`config.mk`:
```
export PLATFORM = sky130hd
export DESIGN_NAME = board_input_conditioner
export DESIGN_NICKNAME = d
export VERILOG_FILES = /design/src/rtl/board_input_conditioner_pkg.sv /design/src/rtl/board_input_conditioner_btn_channel.sv /design/src/rtl/board_input_conditioner.sv
export SDC_FILE = /design/constraint.sdc
export NUM_CORES = 1
export LEC_CHECK = 0
export BUFFER_PORTS_ARGS = -buffer_cell sky130_fd_sc_hd__buf_2
export CAP_MARGIN = 20
export CORE_AREA = 5 5 174 176
export CTS_CLUSTER_SIZE = 16
export DETAILED_ROUTE_END_ITERATION = 10
export DIE_AREA = 0 0 179 181
export GPL_ROUTABILITY_DRIVEN = 0
export HOLD_SLACK_MARGIN = 0.05
export SLEW_MARGIN = 0
export SYNTH_ARGS = -nofsm -noshare
export SYNTH_HDL_FRONTEND = slang
export SYNTH_SLANG_ARGS = --single-unit
```
`constraint.sdc`:
```
create_clock -name clk -period 2.5 [get_ports clk]
set_clock_uncertainty 0.2 [all_clocks]
set_input_delay 0.125 -clock clk [delete_from_list [all_inputs] [get_ports clk]]
set_output_delay 0.125 -clock clk [all_outputs]
set_load 0.005 [all_outputs]
```
`src/rtl/board_input_conditioner_pkg.sv`:
```
// -----------------------------------------------------------------------------
// board_cond_pkg
//
// Shared constants and helpers for the board input conditioner.
//
// Contents:
//   FRAME_CYCLES_60HZ        pixel clocks in one second of 800x525 @ 60 Hz
//   DEFAULT_DEBOUNCE_CYCLES  default debounce window
//   DEFAULT_POR_CYCLES       default reset stretch after every cause clears
//   DEFAULT_LONG_CYCLES      default long-press hold time (1 s at pixel clock)
//   DEFAULT_HEARTBEAT_CYCLES default heartbeat half-period (1 s)
//   cnt_w(limit)             width of a counter that must hold 0..limit
//
// Configuration macro used by the top: BOARD_LONG_PRESS_RESET_EN
// -----------------------------------------------------------------------------
package board_cond_pkg;

    localparam int FRAME_CYCLES_60HZ        = 800 * 525 * 60;
    localparam int DEFAULT_DEBOUNCE_CYCLES  = 65536;
    localparam int DEFAULT_POR_CYCLES       = 512;
    localparam int DEFAULT_LONG_CYCLES      = FRAME_CYCLES_60HZ;
    localparam int DEFAULT_HEARTBEAT_CYCLES = FRAME_CYCLES_60HZ;

    // Width of a counter that has to represent every value 0..limit.
    // Clamped to 1 so a degenerate limit still yields a legal vector.
    function automatic int cnt_w(input int limit);
        if (limit < 1) begin
            return 1;
        end
        return $clog2(limit + 1);
    endfunction

endpackage : board_cond_pkg

```
`src/rtl/board_input_conditioner_btn_channel.sv`:
```
// -----------------------------------------------------------------------------
// btn_channel
//
// One button channel: 2-flop synchroniser (with optional pin inversion),
// debounce, rising-edge press pulse and long-press hold detection.
//
// Parameters:
//   INVERT           1 = raw pin is active-low
//   DEBOUNCE_CYCLES  consecutive mismatching cycles before the level flips (>=1)
//   LONG_CYCLES      cycles the level must stay high to flag a long press (>=1)
//
// Ports:
//   clk         in   clock
//   rst_n       in   synchronous active-low reset
//   raw         in   asynchronous raw pin
//   level       out  debounced level, active-high
//   press       out  one-cycle pulse on the debounced 0->1 edge
//   long_press  out  one-cycle pulse when level has been high LONG_CYCLES cycles
//
// Used by board_input_conditioner (configuration macro of that block:
// BOARD_LONG_PRESS_RESET_EN; this channel is identical in both builds).
// -----------------------------------------------------------------------------
module btn_channel
    import board_cond_pkg::*;
#(
    parameter bit INVERT          = 1'b0,
    parameter int DEBOUNCE_CYCLES = DEFAULT_DEBOUNCE_CYCLES,
    parameter int LONG_CYCLES     = DEFAULT_LONG_CYCLES
) (
    input  logic clk,
    input  logic rst_n,
    input  logic raw,
    output logic level,
    output logic press,
    output logic long_press
);

    localparam int DB_W = cnt_w(DEBOUNCE_CYCLES);
    localparam int LP_W = cnt_w(LONG_CYCLES);

    localparam logic [DB_W-1:0] DB_LAST = DB_W'(DEBOUNCE_CYCLES - 1);
    localparam logic [LP_W-1:0] LP_MAX  = LP_W'(LONG_CYCLES);
    localparam logic [LP_W-1:0] LP_LAST = LP_W'(LONG_CYCLES - 1);

    logic            sync1;
    logic            sync2;
    logic [DB_W-1:0] db_cnt;
    logic [LP_W-1:0] hold_cnt;
    logic            db_done;

    // The synchronised input has disagreed with the level for the full window.
    assign db_done = (sync2 != level) && (db_cnt == DB_LAST);

    // Synchroniser; the inversion is applied before the first flop so every
    // later stage sees an active-high signal.
    always_ff @(posedge clk) begin
        if (!rst_n) begin
            sync1 <= 1'b0;
            sync2 <= 1'b0;
        end else begin
            sync1 <= raw ^ INVERT;
            sync2 <= sync1;
        end
    end

    // Debounce: any cycle of agreement restarts the window, so a glitch
    // shorter than DEBOUNCE_CYCLES never reaches the level.
    always_ff @(posedge clk) begin
        if (!rst_n) begin
            level  <= 1'b0;
            press  <= 1'b0;
            db_cnt <= '0;
        end else begin
            press <= db_done && !level;
            if (sync2 == level) begin
                db_cnt <= '0;
            end else if (db_done) begin
                level  <= ~level;
                db_cnt <= '0;
            end else begin
                db_cnt <= db_cnt + DB_W'(1);
            end
        end
    end

    // Long-press hold: saturating at LONG_CYCLES gives exactly one pulse per
    // hold; the counter only returns to 0 once the level drops.
    always_ff @(posedge clk) begin
        if (!rst_n) begin
            hold_cnt   <= '0;
            long_press <= 1'b0;
        end else begin
            long_press <= level && (hold_cnt == LP_LAST);
            if (!level) begin
                hold_cnt <= '0;
            end else if (hold_cnt != LP_MAX) begin
                hold_cnt <= hold_cnt + LP_W'(1);
            end
        end
    end

endmodule : btn_channel

```
`src/rtl/board_input_conditioner.sv`:
```
// -----------------------------------------------------------------------------
// board_input_conditioner
//
// Conditions raw board inputs for the emulator core: N debounced buttons with
// press and long-press pulses, a stretched core reset gated by PLL lock, and a
// heartbeat square wave for an LED.
//
// Configuration macro: BOARD_LONG_PRESS_RESET_EN
//   defined   - a long press on channel RESET_BTN holds the core in reset from
//               the long-press pulse until that button's level returns to 0,
//               followed by the normal POR stretch.
//   undefined - long presses are reported on btn_long only.
//
// Parameters:
//   NUM_BTN, BTN_INV, DEBOUNCE_CYCLES, LONG_CYCLES, POR_CYCLES, RESET_BTN,
//   HEARTBEAT_CYCLES
//
// Ports:
//   clk         in   pixel clock
//   rst_n       in   synchronous active-low reset
//   pll_locked  in   PLL lock, asynchronous
//   btn_raw     in   raw button pins, asynchronous
//   btn_level   out  debounced levels, active-high
//   btn_press   out  one-cycle pulse per debounced rising edge
//   btn_long    out  one-cycle pulse after LONG_CYCLES of continuous hold
//   sys_rst_n   out  conditioned active-low core reset
//   heartbeat   out  LED square wave, half-period HEARTBEAT_CYCLES
// -----------------------------------------------------------------------------
module board_input_conditioner
    import board_cond_pkg::*;
#(
    parameter int                 NUM_BTN          = 4,
    parameter logic [NUM_BTN-1:0] BTN_INV          = 4'b0001,
    parameter int                 DEBOUNCE_CYCLES  = DEFAULT_DEBOUNCE_CYCLES,
    parameter int                 LONG_CYCLES      = DEFAULT_LONG_CYCLES,
    parameter int                 POR_CYCLES       = DEFAULT_POR_CYCLES,
    parameter int                 RESET_BTN        = 0,
    parameter int                 HEARTBEAT_CYCLES = DEFAULT_HEARTBEAT_CYCLES
) (
    input  logic               clk,
    input  logic               rst_n,
    input  logic               pll_locked,
    input  logic [NUM_BTN-1:0] btn_raw,
    output logic [NUM_BTN-1:0] btn_level,
    output logic [NUM_BTN-1:0] btn_press,
    output logic [NUM_BTN-1:0] btn_long,
    output logic               sys_rst_n,
    output logic               heartbeat
);

    localparam int POR_W = cnt_w(POR_CYCLES);
    localparam int HB_W  = cnt_w(HEARTBEAT_CYCLES);

    localparam logic [POR_W-1:0] POR_MAX = POR_W'(POR_CYCLES);
    localparam logic [HB_W-1:0]  HB_LAST = HB_W'(HEARTBEAT_CYCLES - 1);

    // -------------------------------------------------------------------------
    // Button channels
    // -------------------------------------------------------------------------
    for (genvar i = 0; i < NUM_BTN; i++) begin : g_btn
        btn_channel #(
            .INVERT          (BTN_INV[i]),
            .DEBOUNCE_CYCLES (DEBOUNCE_CYCLES),
            .LONG_CYCLES     (LONG_CYCLES)
        ) u_channel (
            .clk        (clk),
            .rst_n      (rst_n),
            .raw        (btn_raw[i]),
            .level      (btn_level[i]),
            .press      (btn_press[i]),
            .long_press (btn_long[i])
        );
    end

    // -------------------------------------------------------------------------
    // PLL lock synchroniser
    // -------------------------------------------------------------------------
    logic lock_sync1;
    logic lock_sync2;

    always_ff @(posedge clk) begin
        if (!rst_n) begin
            lock_sync1 <= 1'b0;
            lock_sync2 <= 1'b0;
        end else begin
            lock_sync1 <= pll_locked;
            lock_sync2 <= lock_sync1;
        end
    end

    // -------------------------------------------------------------------------
    // Long-press reset cause
    // -------------------------------------------------------------------------
    logic long_cause;

`ifdef BOARD_LONG_PRESS_RESET_EN
    logic long_hold;

    // Remembers that the current hold already produced its long pulse, so the
    // cause persists for the rest of the hold.
    always_ff @(posedge clk) begin
        if (!rst_n) begin
            long_hold <= 1'b0;
        end else if (btn_long[RESET_BTN]) begin
            long_hold <= 1'b1;
        end else if (!btn_level[RESET_BTN]) begin
            long_hold <= 1'b0;
        end
    end

    // The pulse cycle itself counts, so the core reset falls on the next edge.
    assign long_cause = btn_long[RESET_BTN] | (long_hold & btn_level[RESET_BTN]);
`else
    assign long_cause = 1'b0;
`endif

    // -------------------------------------------------------------------------
    // POR stretch. rst_n is handled by the reset branch; the remaining causes
    // clear the counter the same way, so every cause restarts the full stretch.
    // sys_rst_n is registered from the counter value, giving POR_CYCLES+1
    // edges from the last cause edge, but is forced low directly by a cause so
    // a lock drop reaches the core with only the synchroniser delay.
    // -------------------------------------------------------------------------
    logic             por_cause;
    logic [POR_W-1:0] por_cnt;

    assign por_cause = !lock_sync2 || long_cause;

    always_ff @(posedge clk) begin
        if (!rst_n) begin
            por_cnt   <= '0;
            sys_rst_n <= 1'b0;
        end else if (por_cause) begin
            por_cnt   <= '0;
            sys_rst_n <= 1'b0;
        end else begin
            if (por_cnt != POR_MAX) begin
                por_cnt <= por_cnt + POR_W'(1);
            end
            sys_rst_n <= (por_cnt == POR_MAX);
        end
    end

    // -------------------------------------------------------------------------
    // Heartbeat: free-running, only rst_n clears it, so the LED keeps blinking
    // while the core is held in reset by lock loss or a long press.
    // -------------------------------------------------------------------------
    logic [HB_W-1:0] hb_cnt;

    always_ff @(posedge clk) begin
        if (!rst_n) begin
            hb_cnt    <= '0;
            heartbeat <= 1'b0;
        end else if (hb_cnt == HB_LAST) begin
            hb_cnt    <= '0;
            heartbeat <= ~heartbeat;
        end else begin
            hb_cnt <= hb_cnt + HB_W'(1);
        end
    end

endmodule : board_input_conditioner
```
==> Yosys cells after proc, flatten, opt, wreduce, memory -nomap -nowiden <==
Cells that the tools add are included.
{ "classes": {"addsub": 10, "eq_ne": 23, "n_bitwise": 11, "reduce_logical": 30} }
{ "op_table": {"columns": ["cell", "count"], "rows": [
  ["25-bit by 1-bit adder with 25-bit output (second input constant)", 5],
  ["25-bit equality test (second input constant)", 5],
  ["25-bit != test (second input constant)", 4],
  ["17-bit by 1-bit adder with 17-bit output (second input constant)", 4],
  ["17-bit by 16-bit equality test with 1-bit output (second input constant)", 4],
  ["2-bit AND reduction", 9],
  ["1-bit logical AND", 12],
  ["3-bit OR reduction", 4],
  ["1-bit NOT", 11],
  ["10-bit by 1-bit adder with 10-bit output (second input constant)", 1],
  ["10-bit equality test (second input constant)", 1],
  ["10-bit != test (second input constant)", 1],
  ["1-bit equality test", 4],
  ["1-bit logical NOT", 4],
  ["1-bit != test", 4],
  ["2-bit OR reduction", 1]
]} }
{ "totals": {"regBits": 227, "input_bits": 7, "output_inout_bits": 14, "wordCells": 108} }

==> Depth between registers and ports, before layout <==
Gate-level depths: netlist of run 1.
{ "depth": {"ltp_word": 3, "mapped_depth": 8, "ltp_nobuf": 7} }

==> Hierarchy <==
A second synthesis of run 1 with hierarchy kept.
{ "unflattened": {"cells_unflattened": 1151, "hier_area_um2": 10203.5} }
{ "by_module_without_submodules": {"columns": ["module", "instances", "cells_each", "area_per_inst_um2", "seq_area_each_um2"], "rows": [
  ["btn_channel (g_btn[2].u_channel ...)", 2, 244, 2159.6, 940.9],
  ["btn_channel (g_btn[1].u_channel)", 1, 242, 2110.8, 940.9],
  ["btn_channel (g_btn[0].u_channel)", 1, 225, 2021.9, 940.9],
  ["board_input_conditioner", 1, 196, 1751.7, 780.7]
]} }

==> Worst setup path after synthesis of run 1 <==
No wires, ideal clock.
{ "synth_timing": {"path_type": "register -> register", "start": "register g_btn[2].u_channel.db_cnt[0]", "end": "register g_btn[2].u_channel.db_cnt[10]", "setup_time_ns": 0.128, "arrival_ns": 1.870, "required_time_ns": 2.172, "path_slack_ns": 0.303, "stages_incl_launch_ff": 9, "n_path_buf": 1, "period_less_slack_ns": 2.197, "cell_sequence": "dfxtp_1 ha_1 and4_1 and4_1 and2_1 ha_1 nand3b_1 clkbuf_1 nor2_1"} }
{ "synth_between": {"elab_chain_len": 3, "elab_cells_between_ends": 4, "classes_between": "add/sub: 1; eq/ne: 1; reduce/logical: 2"} }
{ "synth_lines": {"columns": ["element", "line", "source"], "rows": [
  ["from (decl)", "board_input_conditioner_btn_channel.sv:47", "logic [DB_W-1:0] db_cnt;"],
  ["from (signal assigned)", "board_input_conditioner_btn_channel.sv:81", "db_cnt <= db_cnt + DB_W'(1);"],
  ["branches (longest 3 deep; another with 17-bit by 1-bit adder with 17-bit output)", null, null]
]} }
Parallel ways; which one is timed is not known.
A chain may end at the register's enable or synchronous reset.

==> Worst setup path after layout of run 1 <==
{ "layout_timing": {"start": "register g_btn[2].u_channel.db_cnt[0]", "end": "register g_btn[2].u_channel.db_cnt[4]"} }
Same word-level chain as after synthesis.

==> results.yml, run 1 <==
critical_path:
  path_class: "flop to flop"
  path_buf_inv: 1
  crit_family: "simple AND/OR/NAND/NOR gates"
  cp-start-kind: "flop"
  slowest_stage: "dfxtp_1"
  reg2regPathDepth: 8
  crit_cells: 8
  path_cells: "ha_1 > and4_1 > and4_1 > and2_1 > ha_1 > nand3b_1 > buf_4 > nor2_1"
  end_kind: "flop"
  arrival_ns: 2.56
  cp_max_fo: 11
  crit_required_ns: 2.75
  max_stage_delay_ns: 0.33
layout:
  nNetsFinal: 1173
  final_util_pct: 39.72
  antenna_cells: 0
  instances_no_fill: 1548
  area_growth_pct: 15.24
  fillers: 2864
  final_layout_size_suffix_gt1_share_pct: 7.646
timing:
  tightestPinTransition_ns: 0.6296
  maxSlewViolCount: 0
  worst_slack_ns: 0.1825
  fmax_mhz: 431.5
  min_period_ns: 2.317
  whs_ns: 0.2388
  tns_ns: 0
  setup_violations: 0
  hold_viol_final: 0
  fin_crit_sh_pct: 92.70
  rsz0062_at_grt: "no"
  max_slew_margin_pct: 57.71
clocking:
  cts_repair_resize_count: 0
  worstSkewPairLatency_ns: 0.51
  clk_pin_slew_ns: 0.06
  cts_tree: "yes"
  htree_levels: 1
  cts-root-buf: "clkbuf_16"
  numClockSinks: 227
  numCtsBuffers: 27
  clk_path_buf_depth: 3
floorplan:
  fp.dieW_um: 179
  die-area_mm2: 0.03240
  io_pins: 21
  initial_utilization_pct: 34.46
  core.rowCount: 62
  die_y_um: 181
  core_area_mm2: 0.02847
synthesis:
  synth.avg_cell_area_um2: 8.856
  synth_area_leaders: "dfxtp_1, xor2_1, nor2_1, xnor2_1, nand4_1"
  ys_ff_latch: 227
  synth_top_area_share_pct: 46.31
  ys.flop_type: "dfxtp_1"
  syn_inst: 1108
  seq_area_frac_synth_pct: 46.31
  yosys_warnings: 0
  synth_edf_count: 0
  syn-num-nets: 1134
  syn_area_mm2: 0.009812
  async_flop_share_pct: 0
  synthDistinctLibCells: 42
  synth_area_leader_cell: "dfxtp_1"
worst_hold_path:
  holdPathStages: 1
  hold_path_class: "flop to flop"
placed_design:
  placed_cells: 1491
  place_ws_ns: 0.1740
  dpl.hpwl_um: 11560
  port_buffers: 20
power_and_ir_drop:
  p_int_w: 0.006016
  ir_drop_mv: 0.4238
  seqPwrFrac_pct: 48.6
  power.leakage_nw: 3.726
  pwr-share-clk_pct: 50.5
  p_sw_w: 0.001486
  swShare_pct: 19.81
  powerDensity_mw_per_mm2: 663.5
  pwr-share-comb_pct: 0.9
route:
  vias: 7220
  detail-route-antenna-nets: 0
  post-route-drc-count: 0
  first_pass_iters: 4
  avgViaCountPerCell: 4.664
  dr.first_iter.drc_count: 392
  detail_route.wirelength_um: 17310
  avgRoutedWirePerCell_um: 11.18
global_routing:
  antenna_found_initial: 0
  grt_max_degree: 27
  grt_pass1_wl_um: 31550
  first_global_vias: 7026
  overflow: 0
  grt_use_total_pct: 11.06
status:
  outcome: "finished clean"
job:
  max_cap_violations: 0
power groups by stage:
stage,combinational [W],sequential (W),clock (W)
finish,0.0000658,0.00364,0.00379
detailed placement,0.0000537,0.00372,0
global route,0.0000751,0.00364,0.00410
floorplan,0.0000360,0.00372,0
global placement,0.0000535,0.00372,0
CTS,0.0000666,0.00364,0.00392
repair_timing:
action	CTS	global route
endpoints found under the hold margin	26	0
buffers inserted	0	0
hold buffers	11	0
worst register-to-register path: cells and delay by family (launching register included):
family                   cells  cell delay, ns
adder cells (fa/ha/maj)      2            0.45
flip-flops                   1            0.33
AND/OR/NAND/NOR              5            1.02
buffers and inverters        1            0.26
cell usage after synthesis, types with 2 or more instances:
library cell and number:
and4b_1 6, ha_1 19, or3_1 15, buf_2 2, nand4b_1 2, mux2i_1 8
and4_1 19, nand3b_1 5, or3_2 2, and3_1 27, nor4b_1 7, clkbuf_1 22
nor2b_1 5, buf_4 12, nand2b_1 5, xnor2_1 56, nor4bb_1 3, and2_1 15
or4b_1 2, o21ai_0 11, xor2_1 117, or4_1 2, inv_1 32, or3b_2 2
dfxtp_1 227, nor3_1 33, nand2_1 72, nand3_1 66, nand4_1 55, nor4_2 2
a21oi_1 16, nor4_1 15, nor2_1 217
per-layer routing:
metal / vias up / GRT usage [%] / share of wire (%)
li1: 3823 / - / -
met1: 3282 / 15.17 / 51
met2: 81 / 17.54 / 43
met3: 34 / 2.237 / 3.7
met4: 0 / 3.285 / 2.6
met5: - / 0 / 0
flip-flops by register name (all words and copies together), names as in the netlist:
signal / cells
g_btn.u_channel.hold_cnt: 100
g_btn.u_channel.db_cnt: 68
hb_cnt: 25
por_cnt: 10
g_btn.u_channel.level: 4
g_btn.u_channel.long_press: 4
g_btn.u_channel.press: 4
g_btn.u_channel.sync1: 4
g_btn.u_channel.sync2: 4
heartbeat: 1
lock_sync1: 1
lock_sync2: 1
sys_rst_n: 1
logic make-up (layout without fill, tap and decap cells):
| family | count (synthesis) | after routing | synth area share (%) |
|---|---|---|---|
| xor gates and xnor gates | 173 | 173 | 15.44 |
| buffers and inverters | 68 | 124 | 3.086 |
| AOI/OAI and AO/OA | 27 | 27 | 1.377 |
| muxes | 9 | 9 | 0.9309 |
| and+or+nand+nor | 585 | 585 | 30.43 |
| DFF | 227 | 227 | 46.31 |
| adders and majority gates | 19 | 19 | 2.423 |
through the flow:
stage | power, W | cell area, um2
finish | 0.007503 | 11310
global route | 0.007822 | 11310
CTS | 0.007633 | 11310
detailed placement | 0.003777 | 10320
global placement | 0.003776 | 10320
floorplan | 0.003756 | 9812
cell type report:
type / count / area (um2) / area share, %
timing repair buffer: 46 / 322.8 / 2.855
inverter: 32 / 120.1 / 1.062
multi-input combinational: 813 / 4965 / 43.91
sequential: 227 / 4544 / 40.19
tap: 384 / 480.5 / 4.249
clock inverter: 8 / 97.59 / 0.8631
clock buffer: 38 / 777.0 / 6.872
layout by cell type (no fill, tap or decap), types with 2 or more instances in the layout:
cell type and instances:
dlygate4sd3_1 11, and2_1 15, and4b_1 6, or3_1 15, nor2b_1 5, nor4bb_1 3, or4b_1 2, clkbuf_8 6
a21oi_1 16, nand3b_1 5, nand4b_1 2, bufinv_16 2, nor4_2 2, mux2i_1 8, and3_1 27, nand3_1 66
nand4_1 55, buf_2 20, nor3_1 33, and4_1 19, or3b_2 2, o21ai_0 11, dfxtp_1 227, inv_1 32
xnor2_1 56, nor4b_1 7, clkbuf_16 27, buf_4 15, clkinv_2 4, clkinv_4 2, nand2b_1 5, nor4_1 15
or3_2 2, nor2_1 217, clkbuf_1 5, xor2_1 117, or4_1 2, ha_1 19, nand2_1 72
worst paths after layout:
| kind | start | endpoint | slack [ns] |
|---|---|---|---|
| setup reg to reg | g_btn[2].u_channel.db_cnt[0] | g_btn[2].u_channel.db_cnt[4] | 0.18 |
| hold / removal | lock_sync1 | lock_sync2 | 0.24 |
| setup / recovery | g_btn[2].u_channel.db_cnt[0] | g_btn[2].u_channel.db_cnt[4] | 0.18 |
| hold reg to reg | lock_sync1 | lock_sync2 | 0.24 |
Power figures use the tool's default switching activity.
==> run 2, diff against run 1 <==
==> constraint.sdc (replaced) <==
create_clock -name clk -period 2.08 [get_ports clk]
set_clock_uncertainty 0.2 [all_clocks]
set_input_delay 0.104 -clock clk [delete_from_list [all_inputs] [get_ports clk]]
set_output_delay 0.104 -clock clk [all_outputs]
set_load 0.005 [all_outputs]
==> run 2 against run 1 <==
  * Clock power grew 17%
  * Hold slack lost 0.011 ns
  * Register-to-register slack lost 0.16 ns
  * Largest power group unchanged
==> results.yml, run 2 (synthesis gave the netlist of run 1 again) <==
clocking:
  numClockSinks: 227
  htree_levels: 1
  clk_pin_slew_ns: 0.06
  numCtsBuffers: 25
  worstSkewPairLatency_ns: 0.52
  cts_tree: "yes"
  clk_path_buf_depth: 3
  cts-root-buf: "clkbuf_16"
global_routing:
  overflow: 0
  antenna_found_initial: 0
  grt_pass1_wl_um: 31440
  grt_use_total_pct: 11.04
  grt_max_degree: 26
  first_global_vias: 7075
placed_design:
  placed_cells: 1529
  port_buffers: 20
  dpl.hpwl_um: 12170
  placed_area_mm2: 0.01065
  place_ws_ns: 0.04583
critical_path:
  crit_family: "simple AND/OR/NAND/NOR gates"
  path_cells: "ha_4 > and4_1 > and4_4 > and2_1 > ha_2 > nand3b_1 > buf_4 > clkbuf_16 > nor2_1"
  path_buf_inv: 2
  crit_required_ns: 2.29
  cp_max_fo: 8
  arrival_ns: 2.26
  slowest_stage: "dfxtp_4"
  cp-start-kind: "flop"
  path_class: "flop to flop"
  max_stage_delay_ns: 0.37
  end_kind: "flop"
timing:
  setup_violations: 0
  hold_viol_final: 0
  fmax_mhz: 486.3
  maxSlewViolCount: 0
  worst_slack_ns: 0.02347
  tightestPinTransition_ns: 0.3942
  whs_ns: 0.2282
  max_slew_margin_pct: 73.72
  fin_crit_sh_pct: 98.87
  min_period_ns: 2.057
  rsz0062_at_grt: "yes"
power_and_ir_drop:
  total_power_w: 0.008910
  powerDensity_mw_per_mm2: 758.8
  power.leakage_nw: 3.965
  ir_drop_mv: 0.5597
route:
  vias: 7437
  post-route-drc-count: 0
  avgViaCountPerCell: 4.689
  first_pass_iters: 4
  detail-route-antenna-nets: 0
  avgRoutedWirePerCell_um: 11.49
  dr.first_iter.drc_count: 437
  detail_route.wirelength_um: 18220
floorplan:
  initial_utilization_pct: 34.46
  die_y_um: 181
  core.rowCount: 62
  core_area_mm2: 0.02847
  io_pins: 21
  fp.dieW_um: 179
  die-area_mm2: 0.03240
worst_hold_path:
  hold_path_class: "flop to flop"
layout:
  instances_no_fill: 1586
  final_layout_size_suffix_gt1_share_pct: 12.65
  final_cell_mix: "dfxtp_1, nor2_1, xor2_1"
  regMostFlops: "g_btn.u_channel.hold_cnt"
  nNetsFinal: 1212
  final_common_cell: "dfxtp_1"
  area_growth_pct: 19.68
  top_regs: "g_btn.u_channel.hold_cnt (100), g_btn.u_channel.db_cnt (68), hb_cnt (25)"
  antenna_cells: 0
  final_area_mm2: 0.01174
  largest_register_ffs: 100
status:
  outcome: "finished clean"
job:
  max_cap_violations: 0
## run 2: cell count changes in the layout (fill, tap and decap cells not counted), sizes merged
cell | previous run | this run
buf | 35 | 74
clkinv | 6 | 3
clkbuf | 38 | 39
inv | 32 | 33
## run 2: timing repair
item | in CTS | in global routing
endpoints found under the hold margin | 39 | 0
buffers inserted | 0 | 1
hold buffers | 11 | 0
gates resized for setup | 0 | 27
setup endpoints to repair | 0 | 70
## run 2: area by class of cell
| class | count | area, um2 |
|---|---|---|
| fill | 2836 | 16730 |
| multi-input combinational | 813 | 5046 |
| sequential | 227 | 4558 |
| clock buffer | 37 | 750.7 |
| timing repair buffer | 87 | 703.2 |
| tap | 384 | 480.5 |
| inverter | 32 | 120.1 |
| clock inverter | 6 | 83.83 |
## run 2: stage by stage
step                setup TNS [ns]  util (%)
finish                           0     41.25
global route               -0.3206     41.25
CTS                              0     40.72
detailed placement               0     37.40
global placement                 0     37.40
floorplan                        0         -
## run 2: final timing paths
check                                                   from                       endpoint  slack (ns)  depth (start not counted)
worst max register to register  g_btn[2].u_channel.db_cnt[0]  g_btn[2].u_channel.db_cnt[11]        0.02                          9
worst max-delay path            g_btn[2].u_channel.db_cnt[0]  g_btn[2].u_channel.db_cnt[11]        0.02                          9
worst min register to register  g_btn[1].u_channel.db_cnt[0]   g_btn[1].u_channel.db_cnt[0]        0.23                          1
worst min-delay path            g_btn[1].u_channel.db_cnt[0]   g_btn[1].u_channel.db_cnt[0]        0.23                          1
## run 2: metal layers
metal	vias up	wire [um]	GRT usage, %
met4	0	468	2.886
met2	71	8086	17.64
met5	-	0	0
met3	34	558	2.028
li1	3894	-	-
met1	3438	9107	15.34
## run 2: where the power goes
group          internal, W  switching [W]  total (W)  leakage, nW
clock network      0.00272        0.00171    0.00444        0.415
logic            0.0000498      0.0000450  0.0000948         1.72
registers          0.00436      0.0000141    0.00438         1.84
==> run 3, diff against run 2 <==
--- a/config.mk
+++ b/config.mk
@@ -13,6 +13,7 @@
 export DIE_AREA = 0 0 179 181
 export GPL_ROUTABILITY_DRIVEN = 0
 export HOLD_SLACK_MARGIN = 0.05
+export SETUP_SLACK_MARGIN = 0.05
 export SLEW_MARGIN = 0
 export SYNTH_ARGS = -nofsm -noshare
 export SYNTH_HDL_FRONTEND = slang
==> run 3 against run 2 <==
  * Non-clock buffer count rose by 2
  * Sequential share of layout area fell by 0.26 points
  * Critical path depth fell by 4
  * Routed wire length fell by 0.26%
  * Global-route usage rose by 0.080 points
  * Sequential power barely moved
  * Combinational power rose by 15%
  * Die area did not move
  * Hold slack got worse by 0.0030 ns
  * Core utilization rose by 0.45 points
  * Cell count did not move
==> results.yml, run 3 (synthesis gave the netlist of run 1 again) <==
critical_path:
  reg2reg_to: "g_btn[0].u_channel.hold_cnt[17]"
  end_kind: "flop"
  arrival_ns: 2.22
  r2r_slack_ns: 0.11
  crit_start: "g_btn[0].u_channel.hold_cnt[1]"
  cp_max_fo: 5
  reg2regPathDepth: 5
  crit_required_ns: 2.33
  cp-endpoint: "g_btn[0].u_channel.hold_cnt[17]"
  cp-start-kind: "flop"
  r2r-start: "g_btn[0].u_channel.hold_cnt[1]"
  path_class: "flop to flop"
floorplan:
  core.rowCount: 62
  io_pins: 21
  die_y_um: 181
  die-area_mm2: 0.03240
  initial_utilization_pct: 34.46
  core_area_mm2: 0.02847
  fp.dieW_um: 179
clocking:
  cts_tree: "yes"
  numCtsBuffers: 26
  clk_pin_slew_ns: 0.06
  clk_path_buf_depth: 3
  worstSkewPairLatency_ns: 0.52
  numClockSinks: 227
  cts-root-buf: "clkbuf_16"
  htree_levels: 1
timing:
  tns_ns: 0
  worst_slack_ns: 0.1103
  tightestPinTransition_ns: 0.4040
  max_slew_margin_pct: 72.86
  fin_crit_sh_pct: 94.70
  whs_ns: 0.2253
  hold_viol_final: 0
  fmax_mhz: 507.7
  setup_violations: 0
  maxSlewViolCount: 0
  min_period_ns: 1.970
  rsz0062_at_grt: "yes"
placed_design:
  port_buffers: 20
  place_ws_ns: 0.05809
  dpl.hpwl_um: 11990
worst_hold_path:
  hold_path_class: "flop to flop"
global_routing:
  grt_pass1_wl_um: 31770
  grt_use_total_pct: 11.12
  grt_max_degree: 26
  first_global_vias: 7081
  antenna_found_initial: 0
  overflow: 0
layout:
  area_growth_pct: 20.98
  nNetsFinal: 1215
  antenna_cells: 0
  largest_register_ffs: 100
  fillers: 2831
  final_util_pct: 41.69
  final_cell_mix: "nor2_1, dfxtp_1, xor2_1"
  final_common_cell: "nor2_1"
  regMostFlops: "g_btn.u_channel.hold_cnt"
  final_layout_size_suffix_gt1_share_pct: 14.14
  top_regs: "g_btn.u_channel.hold_cnt (100), g_btn.u_channel.db_cnt (68), hb_cnt (25)"
route:
  first_pass_iters: 4
  avgViaCountPerCell: 4.697
  avgRoutedWirePerCell_um: 11.46
  dr.first_iter.drc_count: 334
  post-route-drc-count: 0
  detail_route.wirelength_um: 18170
  vias: 7450
  detail-route-antenna-nets: 0
power_and_ir_drop:
  power.leakage_nw: 3.984
  powerDensity_mw_per_mm2: 727.8
  ir_drop_mv: 0.5260
status:
  outcome: "finished clean"
job:
  max_cap_violations: 0
-- run 3: how the worst min path moves through the flow --
stage / start / to / depth (start not counted)
after detailed placement: btn_raw[0] / g_btn[0].u_channel.sync1 / 2
after CTS: g_btn[0].u_channel.sync1 / g_btn[0].u_channel.sync2 / 1
final: g_btn[3].u_channel.db_cnt[0] / g_btn[3].u_channel.db_cnt[0] / 1
after floorplan: btn_raw[0] / g_btn[0].u_channel.sync1 / 1
after global placement: btn_raw[0] / g_btn[0].u_channel.sync1 / 2
after global routing: g_btn[0].u_channel.sync1 / g_btn[0].u_channel.sync2 / 1
-- run 3: metrics by stage --
step                      instances  total power [W]  area (um2)
after global placement         1523         0.004550       10640
after floorplan                1108         0.004516        9839
after detailed placement       1523         0.004551       10640
final                          1586         0.008640       11870
after global routing           1586         0.008999       11870
after CTS                      1575         0.008792       11530
-- run 3: worst max-delay path, cell delays in order (launching register included) --
cell	delay [ns]
dfxtp_1	0.40
nand2_2	0.08
or2_4	0.26
or4_4	0.48
or3_1	0.35
a21oi_1	0.13
-- run 3: area by class of cell --
class / instances / area [um2] / share of cell area (%)
inverters: 32 / 120.1 / 1.012
flip-flops and latches: 227 / 4577 / 38.56
repair buffers: 89 / 803.3 / 6.767
multi-input cells: 813 / 5115 / 43.09
clock buffers: 38 / 757.0 / 6.377
well taps: 384 / 480.5 / 4.048
clock inverters: 3 / 17.52 / 0.1476
-- run 3: power by group --
part	leakage [nW]	switching, W	internal [W]
sequential	1.84	0.0000137	0.00436
combinational	1.77	0.0000483	0.0000609
clock	0.378	0.00167	0.00248
-- run 3: per-layer routing --
| metal | GRT usage [%] | wire length, um | vias to the layer above |
|---|---|---|---|
| met4 | 3.316 | 385 | 0 |
| met2 | 17.59 | 7923 | 73 |
| met3 | 2.028 | 601 | 26 |
| li1 | - | - | 3908 |
| met5 | 0 | 0 | - |
| met1 | 15.43 | 9262 | 3443 |
-- run 3: timing repair --
item,4_1_cts,5_1_grt
endpoints found under the hold margin,72,0
hold buffers,11,0
cloned,0,5
buffers inserted,0,6
pin swaps,0,7
setup endpoints to repair,1,86
gates resized for setup,1,53
